**src/rtl/fifo_pkg.sv**
```systemverilog
// Shared constants and helpers for the limit-controlled FIFO family.
// cap_of widens before adding so limit = DEPTH-1 yields DEPTH without truncation.
package fifo_pkg;

  localparam int unsigned DEFAULT_DATA_W = 8;
  localparam int unsigned DEFAULT_ADDR_W = 2;

  function automatic int unsigned cap_of(input int unsigned limit);
    return limit + 1;
  endfunction

endpackage

```
**src/rtl/fifo_ram.sv**
```systemverilog
// Simple dual-port register array: synchronous write, asynchronous read.
module fifo_ram
  import fifo_pkg::*;
#(
  parameter int unsigned DATA_W = DEFAULT_DATA_W,
  parameter int unsigned ADDR_W = DEFAULT_ADDR_W
) (
  input  logic              clk,
  input  logic              write_en,
  input  logic [ADDR_W-1:0] write_addr,
  input  logic [DATA_W-1:0] write_data,
  input  logic [ADDR_W-1:0] read_addr,
  output logic [DATA_W-1:0] read_data
);

  localparam int unsigned DEPTH = 1 << ADDR_W;

  logic [DATA_W-1:0] mem [DEPTH];

  always_ff @(posedge clk) begin
    if (write_en) begin
      mem[write_addr] <= write_data;
    end
  end

  assign read_data = mem[read_addr];

endmodule

```
**src/rtl/limit_fifo.sv**
```systemverilog
// Single-clock FIFO with run-time capacity limit, occupancy count and sticky error flags.
// Full/empty derive only from count, so pointer wrap never needs disambiguation.
module limit_fifo
  import fifo_pkg::*;
#(
  parameter int unsigned DATA_W = DEFAULT_DATA_W,
  parameter int unsigned ADDR_W = DEFAULT_ADDR_W,
  parameter bit          FWFT   = 1'b0
) (
  input  logic              clk,
  input  logic              reset,
  input  logic              write_en,
  input  logic [DATA_W-1:0] data_in,
  input  logic              read_en,
  output logic [DATA_W-1:0] data_out,
  input  logic [ADDR_W-1:0] limit,
  input  logic              clear_errors,
  output logic              is_full,
  output logic              is_empty,
  output logic [ADDR_W:0]   count,
  output logic              overflow,
  output logic              underflow
);

  logic [ADDR_W-1:0] wr_ptr;
  logic [ADDR_W-1:0] rd_ptr;
  logic [ADDR_W:0]   cap;
  logic              wr_ok;
  logic              rd_ok;
  logic [DATA_W-1:0] ram_data;

  // Live limit feeds full immediately; acceptance uses pre-edge state.
  always_comb begin
    cap      = (ADDR_W+1)'(cap_of(32'(limit)));
    is_full  = (count >= cap);
    is_empty = (count == '0);
    wr_ok    = write_en & ~is_full;
    rd_ok    = read_en & ~is_empty;
  end

  always_ff @(posedge clk) begin
    if (reset) begin
      wr_ptr <= '0;
      rd_ptr <= '0;
      count  <= '0;
    end else begin
      if (wr_ok) wr_ptr <= wr_ptr + ADDR_W'(1);
      if (rd_ok) rd_ptr <= rd_ptr + ADDR_W'(1);
      case ({wr_ok, rd_ok})
        2'b10:   count <= count + (ADDR_W+1)'(1);
        2'b01:   count <= count - (ADDR_W+1)'(1);
        default: count <= count;
      endcase
    end
  end

  // A new error in the same cycle as clear_errors keeps the flag set.
  always_ff @(posedge clk) begin
    if (reset) begin
      overflow  <= 1'b0;
      underflow <= 1'b0;
    end else begin
      if (write_en & is_full)  overflow <= 1'b1;
      else if (clear_errors)   overflow <= 1'b0;
      if (read_en & is_empty)  underflow <= 1'b1;
      else if (clear_errors)   underflow <= 1'b0;
    end
  end

  fifo_ram #(
    .DATA_W (DATA_W),
    .ADDR_W (ADDR_W)
  ) u_ram (
    .clk        (clk),
    .write_en   (wr_ok),
    .write_addr (wr_ptr),
    .write_data (data_in),
    .read_addr  (rd_ptr),
    .read_data  (ram_data)
  );

  if (FWFT) begin : g_fwft
    assign data_out = ram_data;
  end else begin : g_reg
    logic [DATA_W-1:0] data_q;
    always_ff @(posedge clk) begin
      if (reset)      data_q <= '0;
      else if (rd_ok) data_q <= ram_data;
    end
    assign data_out = data_q;
  end

endmodule

```
**config.mk**
```make
export PLATFORM = sky130hd
export DESIGN_NAME = limit_fifo
export DESIGN_NICKNAME = d
export VERILOG_FILES = /design/src/rtl/fifo_pkg.sv /design/src/rtl/fifo_ram.sv /design/src/rtl/limit_fifo.sv
export SDC_FILE = /design/constraint.sdc
export NUM_CORES = 1
export LEC_CHECK = 0
export BUFFER_PORTS_ARGS = -buffer_cell sky130_fd_sc_hd__clkbuf_2
export CORE_MARGIN = 2
export CORE_UTILIZATION = 50
export DETAILED_ROUTE_END_ITERATION = 12
export GPL_TIMING_DRIVEN = 0
export PLACE_DENSITY = 0.77
export SYNTH_ARGS = -nofsm -noshare
export SYNTH_HDL_FRONTEND = slang
export SYNTH_SLANG_ARGS = --single-unit
export TNS_END_PERCENT = 10
```
**constraint.sdc**
```tcl
create_clock -name clk -period 7.75 [get_ports clk]
set_input_delay 1.55 -clock clk [delete_from_list [all_inputs] [get_ports clk]]
set_output_delay 1.55 -clock clk [all_outputs]
set_load 0.02 [all_outputs]
```
==> results of run 1 <==
-- state kept, by name (all words and copies together) (netlist names) --
register and count:
wr_ptr 2, data_out 8, rd_ptr 2, overflow 1, u_ram.mem 32, underflow 1
count 3
-- stage by stage --
step           setup WS [ps]  hold WS, ps
2_1_floorplan           3760          518
4_1_cts                 3560          463
3_5_place_dp            3560          451
5_1_grt                 3490          478
3_3_place_gp            3600          443
6_report                3570          458
-- cell families (layout without fill, tap and decap cells) --
logic type                 after synthesis  count (layout)  share of synthesized area
AOI/OAI and AO/OA                       15              15                     0.0392
xor gates and xnor gates                 5               5                     0.0255
adders and majority gates               10              10                     0.0659
buffers and inverters                   17              53                     0.0423
DFF                                     49              49                      0.647
muxes                                    9               9                     0.0945
and+or+nand+nor                         38              38                     0.0858
-- metal layers --
layer | GRT usage | share of wire | routed length [µm] | vias to the layer above
li1 | - | - | - | 562
met5 | 0 | 0 | 0 | -
met1 | 0.194 | 0.42 | 1370 | 549
met2 | 0.286 | 0.51 | 1670 | 36
met3 | 0.0550 | 0.053 | 174 | 4
met4 | 0.0791 | 0.014 | 44 | 0
-- cell type report --
class / count / area, µm² / area share
clock inverter: 3 / 41.3 / 0.0178
tap: 50 / 62.6 / 0.0269
inverter: 11 / 43.8 / 0.0188
sequential: 49 / 1300 / 0.560
timing repair buffer: 28 / 140 / 0.0603
buffer: 6 / 41.3 / 0.0178
multi-input combinational: 77 / 626 / 0.269
clock buffer: 5 / 68.8 / 0.0296
-- worst paths after layout --
check	from	end
worst max register to register	count[0]	count[2]
worst max-delay path	limit[0]	is_full
worst min register to register	data_out[2]	data_out[2]
worst min-delay path	data_out[2]	data_out[2]
-- cell usage after synthesis --
library cell and instances:
a21oi_1 13, and2_1 4, buf_4 1, buf_6 2
clkbuf_1 3, dfxtp_1 17, edfxtp_1 32, fa_1 1
ha_1 9, inv_1 10, inv_4 1, mux2i_1 1
mux4_2 8, nand2_1 18, nand2b_1 1, nor2_1 10
nor2b_1 3, nor3_2 1, o21ai_0 1, o21ai_2 1
or3_2 1, xnor2_1 1, xnor2_2 1, xor2_1 3
-- worst max-delay path, delay by kind of cell --
kind	cells	cell delay, ps
AND/OR/NAND/NOR	1	60
adder cells (fa/ha/maj)	2	530
buffers and inverters	3	330
AO/OA/AOI/OAI	1	160
-- power by group --
part	total [µW]	switching (µW)	leakage [µW]	internal (µW)
clock network	174	79.0	0.0000518	94.9
registers	357	24.4	0.000431	332
logic	284	163	0.000400	121
total	815	267	0.000882	548
==> results_tabular.tex, run 1 <==
\begin{tabular}{lr}
\hline
Metric & Value \\
\hline
\multicolumn{2}{l}{\textbf{Run status}} \\
\quad Status & complete, no violations \\
\multicolumn{2}{l}{\textbf{Floorplan}} \\
\quad Die Span Y & 67.4 µm \\
\quad Area enclosed by the die boundary & 0.00455 mm² \\
\quad Starting density of the core & 0.510 \\
\quad FP Rows & 23 \\
\quad Width of the die & 67.4 µm \\
\quad Core region area & 0.00394 mm² \\
\quad Top-level I/O count & 30 \\
\multicolumn{2}{l}{\textbf{Run}} \\
\quad Max-cap check violation count & 0 \\
\multicolumn{2}{l}{\textbf{Synthesis}} \\
\quad Post-Synthesis Cells & 143 \\
\quad Combined area of all synthesized cells & 0.00201 mm² \\
\quad Synthesis Warnings & 0 \\
\quad Number of library cell types mapped by synthesis & 24 \\
\quad Register bit total from synthesis & 49 \\
\quad Fraction of post-synthesis cell area in the top cell type by area & 0.478 \\
\quad Cell taking the most area after synthesis & edfxtp\_1 \\
\quad Average footprint of a synthesized cell & 14.1 µm² \\
\quad Portion of the post-synthesis area used by sequential elements & 0.647 \\
\quad Top cells by area in the synthesized netlist & edfxtp\_1 48\%, dfxtp\_1 17\%, mux4\_2 9.0\% \\
\quad Net count after synthesis & 168 \\
\multicolumn{2}{l}{\textbf{STA}} \\
\quad Final number of max-transition violations & 0 \\
\quad Final number of hold-violating endpoints & 0 \\
\quad Crit share post-route & 0.539 \\
\quad Post-Route Skew & 1.75 ps \\
\quad Final setup fails & 0 \\
\quad Timing-limited maximum frequency & 239 MHz \\
\quad Setup repair after global routing missed its margin & no \\
\quad Worst slew margin & 0.630 \\
\quad Sum of negative setup slack & 0 ps \\
\quad Clock period minus final worst setup slack & 4180 ps \\
\quad Actual slew at the worst max-slew pin & 556 ps \\
\multicolumn{2}{l}{\textbf{Placed design}} \\
\quad Buffers added on ports & 28 \\
\quad DP Cell Count & 221 \\
\quad Final HPWL DP & 2.42 mm \\
\quad Final weighted congestion in routability-driven placement & 0.667 \\
\quad Instance area after placement & 0.00221 mm² \\
\multicolumn{2}{l}{\textbf{Clock tree}} \\
\quad Number of setup buffers added after CTS & 0 \\
\quad Root cell of the clock tree & clkbuf\_8 \\
\quad Clock-pin slew of the registers on the worst-case setup and hold paths & 80 ps \\
\quad Maximum buffer depth of the clock tree & 2 \\
\quad H-tree levels & 2 \\
\quad Clock tree from TritonCTS & built \\
\quad Post-CTS Resized & 0 \\
\quad Clk Latency, worst-skew pair & 290 ps \\
\quad Hold buffers post-CTS & 0 \\
\quad Number of buffers inserted during clock tree synthesis & 5 \\
\quad Count of clock tree sinks & 49 \\
\multicolumn{2}{l}{\textbf{Route}} \\
\quad Total Wirelength & 3.26 mm \\
\quad Count of TritonRoute iterations in the first routing pass & 4 \\
\quad Detailed Route Iter0 Violations & 43 \\
\quad Number of vias in the routed layout & 1151 \\
\quad Post-route DRC violation count & 0 \\
\quad Ratio of routed vias to standard cells & 5.03 \\
\quad Wirelength per Cell & 14.2 µm \\
\quad Final ANT Viol Nets & 0 \\
\multicolumn{2}{l}{\textbf{Pwr}} \\
\quad Cell area power density & 350 mW/mm² \\
\quad Post-route total power & 815 µW \\
\quad Peak supply drop & 0.171 mV \\
\quad Leak Pwr & 0.000882 µW \\
\multicolumn{2}{l}{\textbf{Setup path}} \\
\quad Arrival time worst endpoint & 2630 ps \\
\quad Worst R2R Path Depth & 12 \\
\quad R2R setup slack & 5040 ps \\
\quad Worst-path fanout max & 3 \\
\quad Path type of the worst setup path & input pin to output port \\
\quad CP required & 6200 ps \\
\quad Type of element launching the critical path & input pin \\
\quad Crit path max-delay cell type & ha\_1 \\
\quad Element type at the critical path end & output port \\
\quad Crit path cell chain & clkbuf\_2, ha\_1, inv\_1, ha\_1, nand2\_1, o21ai\_2, clkbuf\_2 \\
\quad Critical path's largest stage delay & 270 ps \\
\multicolumn{2}{l}{\textbf{GRT}} \\
\quad Largest net degree at the start of global routing & 16 \\
\quad All-Layer GR Usage & 0.169 \\
\quad First-pass GRT wire length & 5.39 mm \\
\quad Total congestion overflow after global routing & 0 \\
\quad Via count of the first global-routing pass & 1222 \\
\quad Antenna violations before repair & 0 \\
\multicolumn{2}{l}{\textbf{Finish}} \\
\quad Utilization after layout & 0.590 \\
\quad Most common library cell in the layout ignoring fill and taps & edfxtp\_1 \\
\quad Final design area excluding fillers & 0.00232 mm² \\
\quad Antenna diodes & 0 \\
\quad FILL cells & 316 \\
\quad Non-filler instance count after layout & 229 \\
\quad Final net count & 203 \\
\quad Relative area change from synthesis to final layout & 15.5\% \\
\quad Commonest non-fill, non-tap cells in the layout & 32 x edfxtp\_1, 28 x clkbuf\_2, 18 x nand2\_1, 17 x dfxtp\_1, 13 x a21oi\_1 \\
\quad Fraction of final layout cells with drive strength greater than 1 & 0.285 \\
\multicolumn{2}{l}{\textbf{Worst hold path}} \\
\quad Worst min path class & flip-flop to flip-flop \\
\quad Hold Path Depth & 2 \\
\hline
\end{tabular}
No activity file was read; power rests on OpenSTA's default activity.
==> run 2: changes to the inputs <==
Settings changed: ABC_AREA from default to 1.
Clock period 7.75 ns to 3.9 ns, I/O delays scaled along.
==> run 2 against run 1 <==
Register-to-register slack lost 3300 ps. Worst hold slack gained 6.3 ps. Count of clock-buffer cells in the layout grew 1. Sequential power grew 100%. Non-clock buffer count grew 3. Synthesized cell count grew 73%. Sequential share of layout area shrank 5.9 points. Total power grew 110%. Global-route usage shrank 0.75 points. Largest power group unchanged.
==> results_tabular.tex, run 2 <==
\begin{tabular}{lr}
\hline
Metric & Value \\
\hline
\multicolumn{2}{l}{\textbf{Clock tree}} \\
\quad Maximum buffer depth of the clock tree & 2 \\
\quad Clock-pin slew of the registers on the worst-case setup and hold paths & 80 ps \\
\quad Number of buffers inserted during clock tree synthesis & 5 \\
\quad Clock tree from TritonCTS & built \\
\quad Count of clock tree sinks & 49 \\
\quad Clk Latency, worst-skew pair & 290 ps \\
\quad H-tree levels & 2 \\
\quad Root cell of the clock tree & clkbuf\_8 \\
\quad Hold buffers post-CTS & 0 \\
\quad Number of setup buffers added after CTS & 0 \\
\quad Post-CTS Resized & 0 \\
\multicolumn{2}{l}{\textbf{Finish}} \\
\quad Non-filler instance count after layout & 337 \\
\quad Antenna diodes & 0 \\
\quad Most common library cell in the layout ignoring fill and taps & nand2\_1 \\
\quad Final net count & 309 \\
\quad Fraction of final layout cells with drive strength greater than 1 & 0.211 \\
\quad Relative area change from synthesis to final layout & 13.1\% \\
\quad Largest reg by FF count & u\_ram.mem \\
\quad Max FFs per register & 32 \\
\quad FILL cells & 383 \\
\quad Commonest non-fill, non-tap cells in the layout & 50 x nand2\_1, 45 x inv\_1, 32 x nor2\_1, 32 x edfxtp\_1, 29 x clkbuf\_2 \\
\multicolumn{2}{l}{\textbf{Pwr}} \\
\quad Share of power burned in combinational logic & 0.406 \\
\quad Proportion of total power due to net switching & 0.377 \\
\quad Switching pwr & 645 µW \\
\quad Leak Pwr & 0.00118 µW \\
\quad Part of the power in registers & 0.422 \\
\quad Peak supply drop & 0.218 mV \\
\quad Internal & 1070 µW \\
\quad Clock share of power & 0.172 \\
\quad Cell area power density & 658 mW/mm² \\
\multicolumn{2}{l}{\textbf{Route}} \\
\quad Ratio of routed vias to standard cells & 4.60 \\
\quad Count of TritonRoute iterations in the first routing pass & 4 \\
\quad Post-route DRC violation count & 0 \\
\quad Detailed Route Iter0 Violations & 57 \\
\quad Final ANT Viol Nets & 0 \\
\quad Total Wirelength & 3.71 mm \\
\quad Number of vias in the routed layout & 1551 \\
\quad Wirelength per Cell & 11.0 µm \\
\multicolumn{2}{l}{\textbf{Synthesis}} \\
\quad Fraction of post-synthesis cell area in the top cell type by area & 0.418 \\
\quad Number of library cell types mapped by synthesis & 24 \\
\quad Average footprint of a synthesized cell & 9.26 µm² \\
\quad Portion of the post-synthesis area used by sequential elements & 0.566 \\
\quad Net count after synthesis & 273 \\
\quad Combined area of all synthesized cells & 0.00230 mm² \\
\quad Top cells by area in the synthesized netlist & edfxtp\_1 42\%, dfxtp\_1 15\%, nand2\_1 8.2\% \\
\quad Leading cell type by number of instances after synthesis & nand2\_1 \\
\quad Register bit total from synthesis & 49 \\
\quad Post-Synthesis Cells & 248 \\
\quad Synthesis Warnings & 0 \\
\quad Main synth FF type & edfxtp\_1 \\
\quad FFs w/ async S/R, synth & 0 \\
\quad Number of enable-type register cells in the synthesized netlist & 32 \\
\quad Synth top cells by count & 50 x nand2\_1, 45 x inv\_1, 32 x edfxtp\_1, 32 x nor2\_1, 17 x dfxtp\_1 \\
\quad Cell taking the most area after synthesis & edfxtp\_1 \\
\multicolumn{2}{l}{\textbf{Setup path}} \\
\quad Arrival time worst endpoint & 1890 ps \\
\quad Crit path cell chain & clkbuf\_2, ha\_1, inv\_1, ha\_1, nand2\_1, inv\_1, nand2\_1, nand2\_1, clkbuf\_2 \\
\quad Worst-path fanout max & 4 \\
\quad Critical path's largest stage delay & 270 ps \\
\quad Path type of the worst setup path & input pin to output port \\
\quad CP required & 3120 ps \\
\quad Worst path most repeated cell & nand2\_1 \\
\quad Crit path max-delay cell type & ha\_1 \\
\quad Element type at the critical path end & output port \\
\quad Type of element launching the critical path & input pin \\
\multicolumn{2}{l}{\textbf{STA}} \\
\quad Worst slew margin & 0.467 \\
\quad Final number of max-transition violations & 0 \\
\quad Final number of hold-violating endpoints & 0 \\
\quad Crit share post-route & 0.685 \\
\quad Sum of negative setup slack & 0 ps \\
\quad Timing-limited maximum frequency & 374 MHz \\
\quad Actual slew at the worst max-slew pin & 797 ps \\
\quad Setup repair after global routing missed its margin & no \\
\quad Clock period minus final worst setup slack & 2670 ps \\
\quad Final setup fails & 0 \\
\quad Worst hold margin & 465 ps \\
\quad Post-Route Skew & 3.89 ps \\
\multicolumn{2}{l}{\textbf{GRT}} \\
\quad Via count of the first global-routing pass & 1453 \\
\quad Largest net degree at the start of global routing & 15 \\
\quad Antenna violations before repair & 0 \\
\quad All-Layer GR Usage & 0.161 \\
\quad First-pass GRT wire length & 6.27 mm \\
\quad Total congestion overflow after global routing & 0 \\
\multicolumn{2}{l}{\textbf{Floorplan}} \\
\quad Core region area & 0.00438 mm² \\
\quad Starting density of the core & 0.524 \\
\quad Width of the die & 71.8 µm \\
\quad FP Rows & 24 \\
\quad Area enclosed by the die boundary & 0.00515 mm² \\
\quad Top-level I/O count & 30 \\
\quad Die Span Y & 71.8 µm \\
\multicolumn{2}{l}{\textbf{Placed design}} \\
\quad Buffers added on ports & 29 \\
\quad Final HPWL DP & 2.69 mm \\
\quad Final weighted congestion in routability-driven placement & 0.764 \\
\quad DP Cell Count & 329 \\
\multicolumn{2}{l}{\textbf{Worst hold path}} \\
\quad Worst min path class & flip-flop to flip-flop \\
\multicolumn{2}{l}{\textbf{Run}} \\
\quad Max-cap check violation count & 0 \\
\multicolumn{2}{l}{\textbf{Run status}} \\
\quad Status & complete, no violations \\
\hline
\end{tabular}
==> run 2: cell count changes after synthesis, sizes merged, moves of 8 or more <==
cell and change:
nand2 +32, mux4 -8, nor2 +32, inv +38
nand3 +10
==> run 2: cells by family after synthesis <==
| kind of cell | count (synthesis) | share of synthesized area |
|---|---|---|
| XOR/XNOR | 1 | 0.00381 |
| AND/OR/NAND/NOR | 113 | 0.217 |
| AO/OA/AOI/OAI | 18 | 0.0408 |
| buffers and inverters | 57 | 0.114 |
| adder cells (fa/ha/maj) | 10 | 0.0577 |
| flip-flops | 49 | 0.566 |
==> run 2: layout make-up <==
class,count,area [µm²],area share
timing repair buffer,29,145,0.0558
tap,52,65.1,0.0250
clock inverter,2,8.76,0.00337
buffer,8,77.6,0.0299
multi-input combinational,142,734,0.283
inverter,49,184,0.0708
sequential,49,1300,0.501
clock buffer,6,82.6,0.0318
==> run 2: power by group through the flow <==
stage,clock network [µW],logic (µW),registers [µW]
3_3_place_gp,0,683,732
5_1_grt,322,790,733
4_1_cts,303,702,723
3_5_place_dp,0,701,734
2_1_floorplan,0,464,789
6_report,294,695,722
==> run 2: worst max-delay path: cells and delay by family <==
family	cells	cell delay (ps)
adder cells (fa/ha/maj)	2	530
buffers and inverters	4	320
AND/OR/NAND/NOR	3	260
==> run 2: final timing paths <==
| path | startpoint | end | slack (ps) | depth (start not counted) |
|---|---|---|---|---|
| worst min-delay path | overflow | overflow | 460 | 2 |
| worst max register to register | count[0] | count[2] | 1740 | 14 |
| worst max-delay path | limit[0] | is_full | 1230 | 9 |
| worst min register to register | overflow | overflow | 460 | 2 |
==> run 2: layer usage <==
metal	up-vias	part of all wire	track usage
li1	833	-	-
met1	682	0.45	0.185
met2	28	0.49	0.282
met3	8	0.039	0.0380
met4	0	0.022	0.0797
met5	-	0	0
==> run 2: metrics by stage <==
step / power [µW] / area, µm² / util / worst slack, ps
2_1_floorplan: 1250 / 2300 / - / 1200
3_3_place_gp: 1410 / 2510 / 0.572 / 1010
3_5_place_dp: 1440 / 2510 / 0.572 / 976
4_1_cts: 1730 / 2600 / 0.593 / 1220
5_1_grt: 1850 / 2600 / 0.593 / 1080
6_report: 1710 / 2600 / 0.593 / 1230
==> run 3: changes to the inputs <==
Settings changed: ABC_AREA 1 to 0, PLACE_DENSITY 0.77 to 0.8.
Clock period 3.9 ns to 2.2 ns, I/O delays scaled along.
==> run 3 against run 2 <==
The run now ends with negative setup slack left. Sequential power is 76% higher. Non-clock buffer count is 1 higher. Worst setup slack worse by 1300 ps. Global-route usage is 0.57 points higher. First-iteration DRC count is 37% higher. Die area is 12% lower. Total power is 74% higher. Final cell count is 31% lower. Wire length is 9.0% lower. Register-to-register slack worse by 1800 ps. Clock skew is 6.7 ps higher. Count of clock-buffer cells in the layout is 1 lower. Largest power group unchanged.
==> results_tabular.tex, run 3 (synthesized netlist as in run 1, its figures left out) <==
\begin{tabular}{lr}
\hline
Metric & Value \\
\hline
\multicolumn{2}{l}{\textbf{Setup path}} \\
\quad Buffers and inverters on the worst path & 4 \\
\quad Category of cells accounting for the largest share of critical-path delay & adder cells \\
\quad Crit path cell chain & clkbuf\_8, ha\_4, inv\_2, ha\_4, nand2\_4, o21ai\_4, nor2\_4, inv\_4, ha\_4, inv\_2, fa\_2, xor2\_2, or3\_4, a21oi\_2 \\
\quad Worst-path fanout max & 2 \\
\quad Critical path's largest stage delay & 350 ps \\
\quad Type of element launching the critical path & input pin \\
\quad Element type at the critical path end & flip-flop \\
\quad CP required & 2450 ps \\
\quad R2R setup slack & -70 ps \\
\quad Path type of the worst setup path & input pin to flip-flop \\
\quad Worst path most repeated cell & ha\_4 \\
\quad Crit path max-delay cell type & fa\_2 \\
\quad Arrival time worst endpoint & 2550 ps \\
\quad Start point of the critical path & limit[0] \\
\quad Launch point of the worst reg-to-reg path & count[2] \\
\multicolumn{2}{l}{\textbf{Pwr}} \\
\quad Leak Pwr & 0.000908 µW \\
\quad Peak supply drop & 0.789 mV \\
\quad Cell area power density & 1220 mW/mm² \\
\multicolumn{2}{l}{\textbf{Placed design}} \\
\quad Final HPWL DP & 2.59 mm \\
\quad Instance area after placement & 0.00228 mm² \\
\quad Final weighted congestion in routability-driven placement & 0.712 \\
\quad Buffers added on ports & 28 \\
\multicolumn{2}{l}{\textbf{Finish}} \\
\quad Largest reg by FF count & u\_ram.mem \\
\quad Final design area excluding fillers & 0.00243 mm² \\
\quad Utilization after layout & 0.618 \\
\quad Fraction of final layout cells with drive strength greater than 1 & 0.383 \\
\quad Commonest non-fill, non-tap cells in the layout & 32 x edfxtp\_1, 27 x clkbuf\_2, 17 x nand2\_1, 16 x dfxtp\_1, 11 x a21oi\_1 \\
\quad Antenna diodes & 0 \\
\quad Max FFs per register & 32 \\
\quad Most common library cell in the layout ignoring fill and taps & edfxtp\_1 \\
\quad Relative area change from synthesis to final layout & 21.0\% \\
\quad FILL cells & 298 \\
\quad Final net count & 207 \\
\multicolumn{2}{l}{\textbf{STA}} \\
\quad Post-Route Skew & 10.6 ps \\
\quad Final number of max-transition violations & 0 \\
\quad Worst slew margin & 0.648 \\
\quad Clock period minus final worst setup slack & 2300 ps \\
\quad Minimum setup slack in the final design & -103 ps \\
\quad Crit share post-route & 1.05 \\
\quad Final number of hold-violating endpoints & 0 \\
\quad Actual slew at the worst max-slew pin & 528 ps \\
\quad Final setup fails & 1 \\
\quad Setup repair after global routing missed its margin & yes \\
\quad Timing-limited maximum frequency & 434 MHz \\
\multicolumn{2}{l}{\textbf{Clock tree}} \\
\quad Count of clock tree sinks & 49 \\
\quad Hold buffers post-CTS & 0 \\
\quad Clock-pin slew of the registers on the worst-case setup and hold paths & 90 ps \\
\quad Root cell of the clock tree & clkbuf\_8 \\
\quad H-tree levels & 2 \\
\quad Clk Latency, worst-skew pair & 300 ps \\
\quad Clock tree from TritonCTS & built \\
\quad Number of buffers inserted during clock tree synthesis & 5 \\
\quad Maximum buffer depth of the clock tree & 2 \\
\multicolumn{2}{l}{\textbf{Run status}} \\
\quad Status & finished, violations left \\
\quad Violated checks & negative setup slack \\
\multicolumn{2}{l}{\textbf{Route}} \\
\quad Post-route DRC violation count & 0 \\
\quad Count of TritonRoute iterations in the first routing pass & 4 \\
\quad Total Wirelength & 3.38 mm \\
\quad Wirelength per Cell & 14.5 µm \\
\quad Detailed Route Iter0 Violations & 78 \\
\quad Final ANT Viol Nets & 0 \\
\quad Ratio of routed vias to standard cells & 4.97 \\
\quad Number of vias in the routed layout & 1157 \\
\multicolumn{2}{l}{\textbf{Worst hold path}} \\
\quad Worst min path class & input pin to flip-flop \\
\quad Startpoint of the most critical hold path & data\_in[0] \\
\multicolumn{2}{l}{\textbf{Run}} \\
\quad Max-cap check violation count & 0 \\
\multicolumn{2}{l}{\textbf{Floorplan}} \\
\quad FP Rows & 23 \\
\quad Starting density of the core & 0.510 \\
\quad Core region area & 0.00394 mm² \\
\quad Area enclosed by the die boundary & 0.00455 mm² \\
\quad Top-level I/O count & 30 \\
\quad Width of the die & 67.4 µm \\
\quad Die Span Y & 67.4 µm \\
\multicolumn{2}{l}{\textbf{GRT}} \\
\quad First-pass GRT wire length & 5.29 mm \\
\quad Antenna violations before repair & 0 \\
\quad Largest net degree at the start of global routing & 18 \\
\quad Via count of the first global-routing pass & 1152 \\
\quad Total congestion overflow after global routing & 0 \\
\quad All-Layer GR Usage & 0.167 \\
\hline
\end{tabular}
[run 3: changes by cell type in the layout (fill, tap and decap cells not counted), moves of 4 or more]
cell	before	now
inv_1	45	6
nand2_1	50	17
nor2_1	32	9
nor2_2	10	0
mux4_2	0	8
nand3_1	8	0
and2_1	8	4
[run 3: final timing paths]
kind | depth (start not counted) | to
worst max-delay path | 14 | count[2]
worst min-delay path | 1 | u_ram.mem[2][0]
worst max register to register | 11 | count[2]
worst min register to register | 2 | data_out[1]
[run 3: cell type report]
| cell class | instances | area [µm²] | share of cell area |
|---|---|---|---|
| plain buffers | 6 | 41.3 | 0.0170 |
| clock buffers | 5 | 68.8 | 0.0283 |
| clock inverters | 3 | 25.0 | 0.0103 |
| inverters | 11 | 46.3 | 0.0190 |
| multi-input cells | 77 | 707 | 0.290 |
| flip-flops and latches | 49 | 1310 | 0.536 |
| well taps | 50 | 62.6 | 0.0257 |
| repair buffers | 32 | 179 | 0.0735 |
[run 3: report_power, final]
group          total, µW  switching, µW  internal, µW
clock network        535            303           232
logic               1180            641           538
registers           1270           91.4          1170
[run 3: repair_timing]
| action | CTS | global route |
|---|---|---|
| hold endpoints to repair | 0 | 0 |
| pin swaps | 7 | 0 |
| setup endpoints to repair | 2 | 2 |
| setup buffers | 4 | 0 |
| gates resized for setup | 6 | 1 |
[run 3: stage by stage]
step / hold WS [ps] / TNS [ps] / setup WS, ps / power, µW / cells
3_5_place_dp: 451 / -5550 / -628 / 2410 / 221
4_1_cts: 341 / -99.9 / -99.9 / 3010 / 233
6_report: 351 / -103 / -103 / 2980 / 233
3_3_place_gp: 443 / -2780 / -555 / 2340 / 221
5_1_grt: 344 / -209 / -164 / 3160 / 233
2_1_floorplan: 518 / -690 / -455 / 2120 / 143
[run 3: worst register-to-register path: stages, from the launching register on]
cell and delay, ps:
dfxtp_1 370, ha_1 380, nand2_4 70, o21ai_4 150, nor2_4 60, inv_4 60
ha_4 130, inv_2 30, fa_2 350, xor2_2 160, or3_4 330, a21oi_2 120
[run 3: metal layers]
layer	vias to the layer above	share of wire	track usage
li1	572	-	-
met1	557	0.41	0.198
met2	24	0.54	0.285
met3	4	0.038	0.0550
met4	0	0.011	0.0612
met5	-	0	0
